===== src/rtl/divider_pipe.sv =====
// divider_pipe
//   Fully pipelined restoring integer divider. DW division stages, each
//   resolving one quotient bit, followed by an output register. The whole
//   pipe advances together whenever the output slot is empty or is being
//   accepted, so a stalled consumer freezes every stage in place.
//   A user tag and the divide-by-zero flag ride alongside each operation.
//
//   Build option: define DIV_SIGNED_EN to add the in_signed port and
//   two's-complement operation (magnitudes at entry, sign fix-up at exit).
module divider_pipe #(
  parameter int DW    = 8,
  parameter int VW    = 4,
  parameter int TAG_W = 4
) (
  input  logic             clk,
  input  logic             rst_n,
  input  logic             flush,
  input  logic             in_valid,
  output logic             in_ready,
  input  logic [DW-1:0]    in_dvd,
  input  logic [VW-1:0]    in_dvs,
  input  logic [TAG_W-1:0] in_tag,
`ifdef DIV_SIGNED_EN
  input  logic             in_signed,
`endif
  output logic             out_valid,
  input  logic             out_ready,
  output logic [DW-1:0]    out_quo,
  output logic [VW-1:0]    out_rem,
  output logic [TAG_W-1:0] out_tag,
  output logic             out_dz
);

  // Per-stage payload. dq starts as the dividend; each stage shifts one
  // dividend bit out of the top and one quotient bit in at the bottom, so
  // after DW stages it holds the full quotient.
  typedef struct packed {
    logic [DW-1:0]    dq;
    logic [VW-1:0]    rem;
    logic [VW-1:0]    dvs;
    logic [TAG_W-1:0] tag;
    logic             dz;
`ifdef DIV_SIGNED_EN
    logic             neg_q;
    logic             neg_r;
`endif
  } stage_t;

  // One restoring step: bring down the next dividend bit, subtract the
  // divisor if it fits. The remainder stays below the divisor, so VW bits
  // always hold it.
  function automatic stage_t div_step(input stage_t s);
    stage_t     n;
    logic [VW:0] t;
    logic [VW:0] diff;
    logic        q;
    n    = s;
    t    = {s.rem, s.dq[DW-1]};
    diff = t - {1'b0, s.dvs};
    q    = (t >= {1'b0, s.dvs});
    n.rem = q ? diff[VW-1:0] : t[VW-1:0];
    n.dq  = (s.dq << 1) | DW'(q);
    return n;
  endfunction

  logic             adv;
  stage_t           in_stage;
  stage_t           last_step;
  logic [DW-1:0]    res_quo;
  logic [VW-1:0]    res_rem;

  stage_t           stage_q [DW];
  stage_t           stage_d [DW];
  logic [DW-1:0]    vld_q;
  logic [DW-1:0]    vld_d;

  logic             out_valid_q, out_valid_d;
  logic [DW-1:0]    out_quo_q,   out_quo_d;
  logic [VW-1:0]    out_rem_q,   out_rem_d;
  logic [TAG_W-1:0] out_tag_q,   out_tag_d;
  logic             out_dz_q,    out_dz_d;

`ifdef DIV_SIGNED_EN
  logic dvd_neg;
  logic dvs_neg;
  assign dvd_neg = in_signed && in_dvd[DW-1];
  assign dvs_neg = in_signed && in_dvs[VW-1];
`endif

  // The pipe moves only when the output slot can take a new value.
  assign adv      = !out_valid_q || out_ready;
  assign in_ready = adv;

  // Operand capture: build the stage-0 payload (magnitudes in signed mode).
  always_comb begin
    // NOTE: every signal written here gets a default first, so no path
    // through the block can leave a latch behind.
    in_stage     = '0;
    in_stage.dq  = in_dvd;
    in_stage.rem = '0;
    in_stage.dvs = in_dvs;
    in_stage.tag = in_tag;
    in_stage.dz  = (in_dvs == '0);
`ifdef DIV_SIGNED_EN
    in_stage.neg_r = dvd_neg;
    in_stage.neg_q = dvd_neg ^ dvs_neg;
    if (dvd_neg) in_stage.dq  = -in_dvd;
    if (dvs_neg) in_stage.dvs = -in_dvs;
`endif
  end

  // Final step plus result formatting: sign fix-up, then the divide-by-zero
  // override, which wins in both signed and unsigned mode.
  always_comb begin
    last_step = div_step(stage_q[DW-1]);
    res_quo   = last_step.dq;
    res_rem   = last_step.rem;
`ifdef DIV_SIGNED_EN
    if (last_step.neg_q) res_quo = -last_step.dq;
    if (last_step.neg_r) res_rem = -last_step.rem;
`endif
    if (last_step.dz) begin
      res_quo = '1;
      res_rem = '0;
    end
  end

  // Next state: shift every stage forward on adv, hold otherwise; flush
  // drops all in-flight work including a result waiting at the output.
  always_comb begin
    vld_d       = vld_q;
    stage_d     = stage_q;
    out_valid_d = out_valid_q;
    out_quo_d   = out_quo_q;
    out_rem_d   = out_rem_q;
    out_tag_d   = out_tag_q;
    out_dz_d    = out_dz_q;

    if (adv) begin
      vld_d[0]   = in_valid;
      stage_d[0] = in_stage;
      for (int i = 1; i < DW; i++) begin
        vld_d[i]   = vld_q[i-1];
        stage_d[i] = div_step(stage_q[i-1]);
      end
      out_valid_d = vld_q[DW-1];
      if (vld_q[DW-1]) begin
        out_quo_d = res_quo;
        out_rem_d = res_rem;
        out_tag_d = last_step.tag;
        out_dz_d  = last_step.dz;
      end
    end

    if (flush) begin
      vld_d       = '0;
      out_valid_d = 1'b0;
    end
  end

  // Stage payload registers.
  always_ff @(posedge clk) begin
    // NOTE: payload flops carry no reset; a stage whose valid bit is 0 is
    // never observed, so only the valid bits need a known value.
    stage_q <= stage_d;
  end

  // Stage valid bits and the output register.
  always_ff @(posedge clk or negedge rst_n) begin
    // NOTE: state uses non-blocking assignment so every flop updates from
    // pre-edge values regardless of statement order.
    if (!rst_n) begin
      vld_q       <= '0;
      out_valid_q <= 1'b0;
      out_quo_q   <= '0;
      out_rem_q   <= '0;
      out_tag_q   <= '0;
      out_dz_q    <= 1'b0;
    end else begin
      vld_q       <= vld_d;
      out_valid_q <= out_valid_d;
      out_quo_q   <= out_quo_d;
      out_rem_q   <= out_rem_d;
      out_tag_q   <= out_tag_d;
      out_dz_q    <= out_dz_d;
    end
  end

  assign out_valid = out_valid_q;
  assign out_quo   = out_quo_q;
  assign out_rem   = out_rem_q;
  assign out_tag   = out_tag_q;
  assign out_dz    = out_dz_q;

`ifndef SYNTHESIS
  // A presented but unaccepted result must not change or vanish unless flushed.
  hold_a: assert property (@(posedge clk) disable iff (!rst_n)
    (out_valid_q && !out_ready && !flush) |=>
      (out_valid_q && $stable({out_quo_q, out_rem_q, out_tag_q, out_dz_q})));
`endif

endmodule


===== config.mk =====
export PLATFORM = sky130hd
export DESIGN_NAME = divider_pipe
export DESIGN_NICKNAME = d
export VERILOG_FILES = /design/src/rtl/divider_pipe.sv
export SDC_FILE = /design/constraint.sdc
export NUM_CORES = 1
export LEC_CHECK = 0
export ABC_AREA = 1
export CAP_MARGIN = 10
export CELL_PAD_IN_SITES_DETAIL_PLACEMENT = 0
export CELL_PAD_IN_SITES_GLOBAL_PLACEMENT = 1
export CORE_MARGIN = 1.5
export CORE_UTILIZATION = 40
export DETAILED_ROUTE_END_ITERATION = 7
export GPL_TIMING_DRIVEN = 1
export HOLD_SLACK_MARGIN = 0.03
export PLACE_DENSITY_LB_ADDON = 0.1
export SETUP_SLACK_MARGIN = 0.05
export SLEW_MARGIN = 5
export SYNTH_ARGS = -nofsm -noshare
export SYNTH_HDL_FRONTEND = slang
export SYNTH_SLANG_ARGS = --single-unit
export TNS_END_PERCENT = 10

===== constraint.sdc =====
create_clock -name clk -period 5 [get_ports clk]
set_clock_uncertainty 0.15 [all_clocks]
set_input_delay 0.5 -clock clk [delete_from_list [all_inputs] [get_ports clk]]
set_output_delay 0.5 -clock clk [all_outputs]
set_load 0.005 [all_outputs]

==> results of run 1 <==
logic make-up (layout without fill, tap and decap cells):
group,Yosys count,after routing,synth area share [%]
flops,190,190,74.1
simple gates,140,140,9.17
buf+inv,79,151,4.11
compound gates,55,55,4.60
fa+ha+maj,37,37,6.85
xor+xnor,7,7,0.814
mux,2,2,0.399
critical path: stages:
cell	delay, ns
clkdlybuf4s50_1	0.49
nor2_8	0.25
inv_6	0.06
clkdlybuf4s50_1	0.48
cell type report:
class / count / area (um^2)
tap: 229 / 287
inverter: 78 / 303
sequential: 190 / 5580
timing repair buffer: 41 / 425
multi-input combinational: 241 / 1640
clock buffer: 17 / 425
clock inverter: 15 / 145
fill: 1575 / 9400
synthesized netlist by cell type (all sizes together):
cell	n	area share [%]
a21oi	9	0.65
buf	1	0.15
clkinv	1	0.12
dfrtp	26	8.6
edfxtp	164	65
fa	7	1.9
ha	30	5.0
inv	77	3.8
mux2	2	0.40
nand2	89	5.7
nand3	22	1.5
nor2	21	1.5
nor3	6	0.40
nor4	1	0.083
o21ai	37	3.0
o22a	7	0.81
o22ai	1	0.083
o31ai	1	0.10
or2	1	0.083
xnor2	6	0.70
xor2	1	0.12
per-stage QoR:
step                      util (%)  worst slack [ns]
after CTS                     48.3              2.56
after global routing          48.4              2.53
after detailed placement      45.1              2.52
final                         48.4              2.57
after global placement        45.1              2.53
after floorplan                  -             0.470
state kept, by name (all words and copies together) (netlist names):
name and count:
out_rem 4, stage_q 155, out_tag 4, vld_q 8, out_dz 1, out_valid 1
last_step 9, out_quo 8
worst max path at each step:
stage	cells after the start	endpoint	slack, ns
after floorplan	3	last_step[0]	0.47
after global placement	4	stage_q[165]	2.53
after detailed placement	4	stage_q[165]	2.52
after CTS	4	in_ready	2.56
after global routing	4	in_ready	2.53
final	4	in_ready	2.57
layer usage:
layer	vias to the layer above	global-route usage [%]	share of wire (%)
met1	1827	12.9	42
met5	-	0	0
met4	0	4.49	1.2
li1	1896	-	-
met2	53	20.7	52
met3	12	3.97	3.9
power by group through the flow:
stage | Combinational [mW] | Clock [mW] | Sequential, mW
after floorplan | 0.613 | 0 | 2.11
after global placement | 0.797 | 0 | 2.13
after detailed placement | 0.815 | 0 | 2.14
after CTS | 0.819 | 1.33 | 2.10
after global routing | 0.921 | 1.40 | 2.13
final | 0.802 | 1.29 | 2.10
==> flow_metrics.tcl, run 1 <==
set metrics [dict create \
    cts_sinks 190 \
    layout_commonest_cell "edfxtp_1" \
    hold_violations 0 \
    drv_cap 0 \
    vias 3788 \
    cp-start-kind "input port" \
    die_y_um 140 \
    firstDrtPassIters 5 \
    syn_to_final_growth_pct 17.0 \
    drive_gt1_share_pct 11.9 \
    syn_avg_cell_area_um2 14.8 \
    layout_common_cells "edfxtp_1, inv_1, nand2_1" \
    whs_ns 0.222 \
    die_w_um 140 \
    setup_viol 0 \
    seqPwrFrac_pct 50.1 \
    synth_cell_types 28 \
    swShare_pct 28.0 \
    place_hpwl_um 6760 \
    wire_per_inst_um 12.8 \
    r2r_start "out_valid" \
    ios 40 \
    first_global_vias 3844 \
    syn_inst 510 \
    clk_pin_slew_ns 0.07 \
    reg2reg_to "stage_q[72]" \
    fin_cells 811 \
    clockRootBuffer "clkbuf_16" \
    clockBufferDepth 2 \
    max-vdd-ir-drop_mv 0.247 \
    rr_worst_depth 4 \
    synth_nets 568 \
    rrSetupSlack_ns 3.06 \
    tightest_slew_ns 0.882 \
    die-area_um2 19700 \
    postCtsHoldBufs 0 \
    start_util_pct 41.3 \
    drt_iter0_drc 194 \
    grt_use_total_pct 11.7 \
    final_cell_area_um2 8800 \
    arrival_ns 1.78 \
    tns_ns 0 \
    path_class "in2out" \
    rows 49 \
    grt_overflow 0 \
    fin_nets 627 \
    ys_seq_area_share_pct 74.1 \
    p_clk_share_pct 30.7 \
    antenna_found_initial 0 \
    period_share_pct 48.6 \
    worstSetupEndpointType "primary output" \
    outcome "finished, final reports clean" \
    timing.fmax_mhz 412 \
    cts_buffers 17 \
    net-switching-power_mw 1.17 \
    leakage_nw 3.72 \
    p_int_mw 3.02 \
    yosys_register_bits 190 \
    grt_setup_unrepaired "no" \
    power_density_nw_per_um2 476 \
    grt_pass1_wl_um 17800 \
    power_frac_comb_pct 19.1 \
    clock_latency_ns 0.43 \
    netlist_area_um2 7530 \
    worstSetupStartpoint "out_ready" \
    cts_setup_buffers 0 \
    yosys_warnings 0 \
    core_area_um2 18200 \
    dp.cells 778 \
    htreeDepth 4 \
    drc 0 \
    vias_per_cell 4.67 \
    slew_violations 0 \
    cts_tree "built" \
    crit_fanout 5 \
    place_area_um2 8220 \
    crit_required_ns 4.35 \
    place_congestion 0.783 \
    min_period_ns 2.43 \
    grt_max_degree 170 \
    cts-resized-gates 0 \
    hold_class "in2async" \
    wl_um 10400 \
    placement.io_buffers 39 \
    diodes 0 \
    slew_headroom_pct 41.2 \
    total_power_mw 4.19 \
    ant_nets 0 \
]
No activity file was read; power rests on OpenSTA's default activity.
==> run 2, diff against run 1 <==
==> constraint.sdc (replaced) <==
create_clock -name clk -period 2.53 [get_ports clk]
set_clock_uncertainty 0.15 [all_clocks]
set_input_delay 0.253 -clock clk [delete_from_list [all_inputs] [get_ports clk]]
set_output_delay 0.253 -clock clk [all_outputs]
set_load 0.005 [all_outputs]
==> run 2 against run 1 <==
- final cell count grew 0.62%
- die area is the same
- core utilization grew 0.43 points
- sequential power grew 98%
- critical path type is now reg2out
- clock power grew 100%
- routed wire length grew 1.6%
==> flow_metrics.tcl, run 2 (same netlist as run 1, synthesis figures left out) <==
set metrics [dict create \
    grt_pass1_wl_um 17800 \
    rows 49 \
    postCtsHoldBufs 0 \
    die_y_um 140 \
    die-area_um2 19700 \
    tns_ns 0 \
    grt_overflow 0 \
    path_class "reg2out" \
    htreeDepth 4 \
    layout_common_cells "edfxtp_1, inv_1, nand2_1" \
    clock_latency_ns 0.43 \
    final_cell_area_um2 8880 \
    min_period_ns 2.26 \
    top_register "stage_q" \
    vias_per_cell 4.71 \
    syn_to_final_growth_pct 18.0 \
    met1_length_um 4670 \
    clockRootBuffer "clkbuf_16" \
    ios 40 \
    leakage_nw 3.75 \
    hold_class "in2async" \
    cts_sinks 190 \
    vias 3841 \
    clk_pin_slew_ns 0.07 \
    cts-resized-gates 0 \
    place_congestion 0.751 \
    cp_cell_sequence "inv_2 > nor2_8 > clkinvlp_4 > clkdlybuf4s50_1" \
    top_layer "met4" \
    placement.io_buffers 39 \
    slew_violations 0 \
    ant_nets 0 \
    power_density_nw_per_um2 942 \
    drc 0 \
    drt_iter0_drc 265 \
    grt_use_total_pct 11.7 \
    wl_met2_um 5420 \
    slew_headroom_pct 69.9 \
    setup_ws_ns 0.274 \
    tightest_slew_ns 0.451 \
    place_area_um2 8290 \
    cts_tree "built" \
    dpl_worst_slack_ns 0.298 \
    fin_nets 632 \
    die_w_um 140 \
    fin_util_pct 48.8 \
    timing.fmax_mhz 443 \
    cts_buffers 17 \
    arrival_ns 1.85 \
    cpLargestDelayFamily "buffers and inverters" \
    drive_gt1_share_pct 12.9 \
    antenna_found_initial 0 \
    wire_per_inst_um 12.9 \
    core_area_um2 18200 \
    max-vdd-ir-drop_mv 0.547 \
    hold_violations 0 \
    crit_required_ns 2.13 \
    wl_um 10600 \
    first_global_vias 3776 \
    crit_fanout 10 \
    start_util_pct 41.3 \
    period_share_pct 89.2 \
    drv_cap 0 \
    cp-start-kind "register" \
    rr_worst_depth 5 \
    critPathSlowestCell "clkdlybuf4s50_1" \
    place_hpwl_um 7380 \
    grt_setup_unrepaired "no" \
    grt_max_degree 53 \
    outcome "finished, final reports clean" \
    worstSetupEndpointType "primary output" \
    route.met3.wl_um 327 \
    cp_num_cells 4 \
    clockBufferDepth 2 \
    setup_viol 0 \
    crit_buf_inv 3 \
    cts_setup_buffers 0 \
    layout_commonest_cell "edfxtp_1" \
    largest_reg_flops 155 \
    slowest_delay_ns 0.54 \
    firstDrtPassIters 4 \
    diodes 0 \
]
==> run 2: cell types whose count changed in the layout (fill, tap and decap cells not counted), moves of 2 or more <==
cell        change
buf_12          +2
buf_4           +4
clkinvlp_4      +3
inv_6           -2
==> run 2: path summary, 6_finish.rpt <==
check                       startpoint           end  slack [ns]
min in group clk             in_dvd[5]  stage_q[165]        0.23
setup / recovery             out_valid      in_ready        0.27
hold reg to reg            stage_q[37]   stage_q[17]        0.26
setup reg to reg             out_valid  stage_q[137]        0.73
max in group asynchronous        rst_n    out_quo[7]        1.91
hold / removal                   rst_n    out_rem[3]        0.06
==> run 2: power by group <==
part           switching, mW  internal (mW)
Combinational          0.911          0.672
Sequential             0.178           3.98
Clock                   1.22           1.41
Total                   2.31           6.06
==> run 2: layout make-up <==
class | count | area [um^2]
fill | 1597 | 9330
sequential | 190 | 5580
multi-input combinational | 241 | 1640
timing repair buffer | 46 | 480
clock buffer | 17 | 425
inverter | 78 | 302
tap | 229 | 287
clock inverter | 15 | 170
==> run 2: through the flow <==
step                instances  hold WS, ns  total power [mW]
finish                    816       0.0635              8.37
CTS                       816       0.0613              8.48
floorplan                 510       -0.193              5.38
global route              816       0.0706              8.89
global placement          784        0.251              5.79
detailed placement        784        0.255              5.84
==> run 2: metal layers <==
layer	vias to the layer above	global-route usage, %
met5	-	0
met4	0	4.49
met3	15	3.97
met2	49	20.2
met1	1871	13.6
li1	1906	-
==> run 3, diff against run 2 <==
--- a/config.mk
+++ b/config.mk
@@ -10,7 +10,7 @@
 export CELL_PAD_IN_SITES_DETAIL_PLACEMENT = 0
 export CELL_PAD_IN_SITES_GLOBAL_PLACEMENT = 1
 export CORE_MARGIN = 1.5
-export CORE_UTILIZATION = 40
+export CORE_UTILIZATION = 50
 export DETAILED_ROUTE_END_ITERATION = 7
 export GPL_TIMING_DRIVEN = 1
 export HOLD_SLACK_MARGIN = 0.03
==> constraint.sdc (replaced) <==
create_clock -name clk -period 2.5 [get_ports clk]
set_clock_uncertainty 0.15 [all_clocks]
set_input_delay 0.25 -clock clk [delete_from_list [all_inputs] [get_ports clk]]
set_output_delay 0.25 -clock clk [all_outputs]
set_load 0.005 [all_outputs]
==> run 3 against run 2 <==
- the flow now finishes with violations (design-rule violations)
- register-to-register slack got worse by 0.02 ns
- global-route usage increased by 2.2 points
- die area decreased by 20%
- clock power increased by 5%
- worst setup slack improved by 0.054 ns
- via count decreased by 1.7%
- first-iteration DRC count decreased by 26%
- hold slack got worse by 0.019 ns
- non-clock buffer count decreased by 4
- sequential power increased by 1%
- clock-buffer cell count increased by 7
- largest power group unchanged
==> flow_metrics.tcl, run 3 (same netlist as run 1, synthesis figures left out) <==
set metrics [dict create \
    core_area_um2 14600 \
    power_density_nw_per_um2 970 \
    clockBufferDepth 2 \
    placement.io_buffers 39 \
    clock_latency_ns 0.42 \
    swShare_pct 26.4 \
    place_congestion 0.757 \
    drv_cap 0 \
    start_util_pct 51.4 \
    tns_ns 0 \
    grt_setup_unrepaired "no" \
    wl_um 10200 \
    tightest_slew_ns 0.461 \
    p_clk_share_pct 32.1 \
    drt_iter0_drc 196 \
    arrival_ns 1.77 \
    fin_nets 628 \
    cts_sinks 190 \
    grt_overflow 0 \
    outcome "finished, violations left" \
    firstDrtPassIters 8 \
    largest_reg_flops 155 \
    diodes 0 \
    grt_max_degree 88 \
    clockRootBuffer "clkbuf_16" \
    hold_class "in2async" \
    violations "design-rule violations" \
    ios 40 \
    leakage_nw 3.75 \
    worstSetupEndpointType "primary output" \
    vias 3775 \
    fin_cells 767 \
    crit_fanout 5 \
    rows 44 \
    cts-resized-gates 0 \
    postCtsHoldBufs 0 \
    place_hpwl_um 6920 \
    dp.cells 735 \
    cp-start-kind "register" \
    top_register "stage_q" \
    power_frac_comb_pct 18.8 \
    place_area_um2 8190 \
    first_global_vias 3655 \
    layout_commonest_cell "edfxtp_1" \
    syn_to_final_growth_pct 17.2 \
    crit_required_ns 2.10 \
    max-vdd-ir-drop_mv 0.520 \
    grt_pass1_wl_um 16900 \
    die_y_um 126 \
    cts_buffers 17 \
    die-area_um2 15800 \
    wire_per_inst_um 13.3 \
    drc 5 \
    cts_tree "built" \
    htreeDepth 4 \
    net-switching-power_mw 2.26 \
    path_class "reg2out" \
    ant_nets 0 \
    timing.fmax_mhz 460 \
    antenna_found_initial 0 \
    period_share_pct 86.9 \
    slew_headroom_pct 69.2 \
    min_period_ns 2.17 \
    p_int_mw 6.30 \
    final_cell_area_um2 8820 \
    grt_use_total_pct 13.9 \
    layout_common_cells "edfxtp_1, inv_1, nand2_1" \
    vias_per_cell 4.92 \
    hold_violations 0 \
    cts_setup_buffers 0 \
    drive_gt1_share_pct 12.5 \
    slew_violations 0 \
    clk_pin_slew_ns 0.07 \
    setup_viol 0 \
    seqPwrFrac_pct 49.1 \
    fin_util_pct 60.2 \
    whs_ns 0.0445 \
    die_w_um 126 \
]
[run 3: power by group through the flow]
| stage | sequential (mW) | combinational (mW) | clock [mW] |
|---|---|---|---|
| 3_3_place_gp | 4.25 | 1.57 | 0 |
| 4_1_cts | 4.21 | 1.63 | 2.82 |
| 6_report | 4.20 | 1.60 | 2.75 |
| 2_1_floorplan | 4.22 | 1.23 | 0 |
| 5_1_grt | 4.24 | 1.82 | 2.95 |
| 3_5_place_dp | 4.28 | 1.63 | 0 |
[run 3: path summary, 6_finish.rpt]
kind                               from            to  slack [ns]  cells after the start
max                           out_valid      in_ready        0.33                      4
max in group asynchronous         rst_n    out_tag[0]        1.90                      2
min in group clk              in_tag[3]  stage_q[151]        0.23                      1
min                               rst_n    out_rem[1]        0.04                      2
min reg2reg                 stage_q[58]   stage_q[38]        0.27                      0
max reg2reg                stage_q[136]  stage_q[117]        0.71                      6
[run 3: stage by stage]
| stage | total power, mW | setup slack, ns |
|---|---|---|
| 6_report | 8.56 | 0.328 |
| 5_1_grt | 9.01 | 0.234 |
| 4_1_cts | 8.66 | 0.293 |
| 3_5_place_dp | 5.90 | 0.364 |
| 3_3_place_gp | 5.82 | 0.377 |
| 2_1_floorplan | 5.44 | -1.16 |
[run 3: critical path: stages (launching register included)]
cell and delay, ns:
dfrtp_1 0.36, inv_2 0.06, nor2_8 0.17, clkinvlp_4 0.24, clkdlybuf4s50_1 0.52
[run 3: area by class of cell]
| type | instances | area (um^2) |
|---|---|---|
| inverter | 78 | 302 |
| clock inverter | 8 | 75.1 |
| multi-input combinational | 241 | 1640 |
| tap | 184 | 230 |
| timing repair buffer | 42 | 438 |
| sequential | 190 | 5580 |
| clock buffer | 24 | 556 |
| fill | 1141 | 5820 |
[run 3: metal layers]
| layer | vias up | wire, um | GRT usage [%] |
|---|---|---|---|
| li1 | 1888 | - | - |
| met1 | 1810 | 4170 | 15.7 |
| met2 | 58 | 5480 | 24.4 |
| met3 | 19 | 337 | 3.31 |
| met4 | 0 | 224 | 7.46 |
| met5 | - | 0 | 0 |
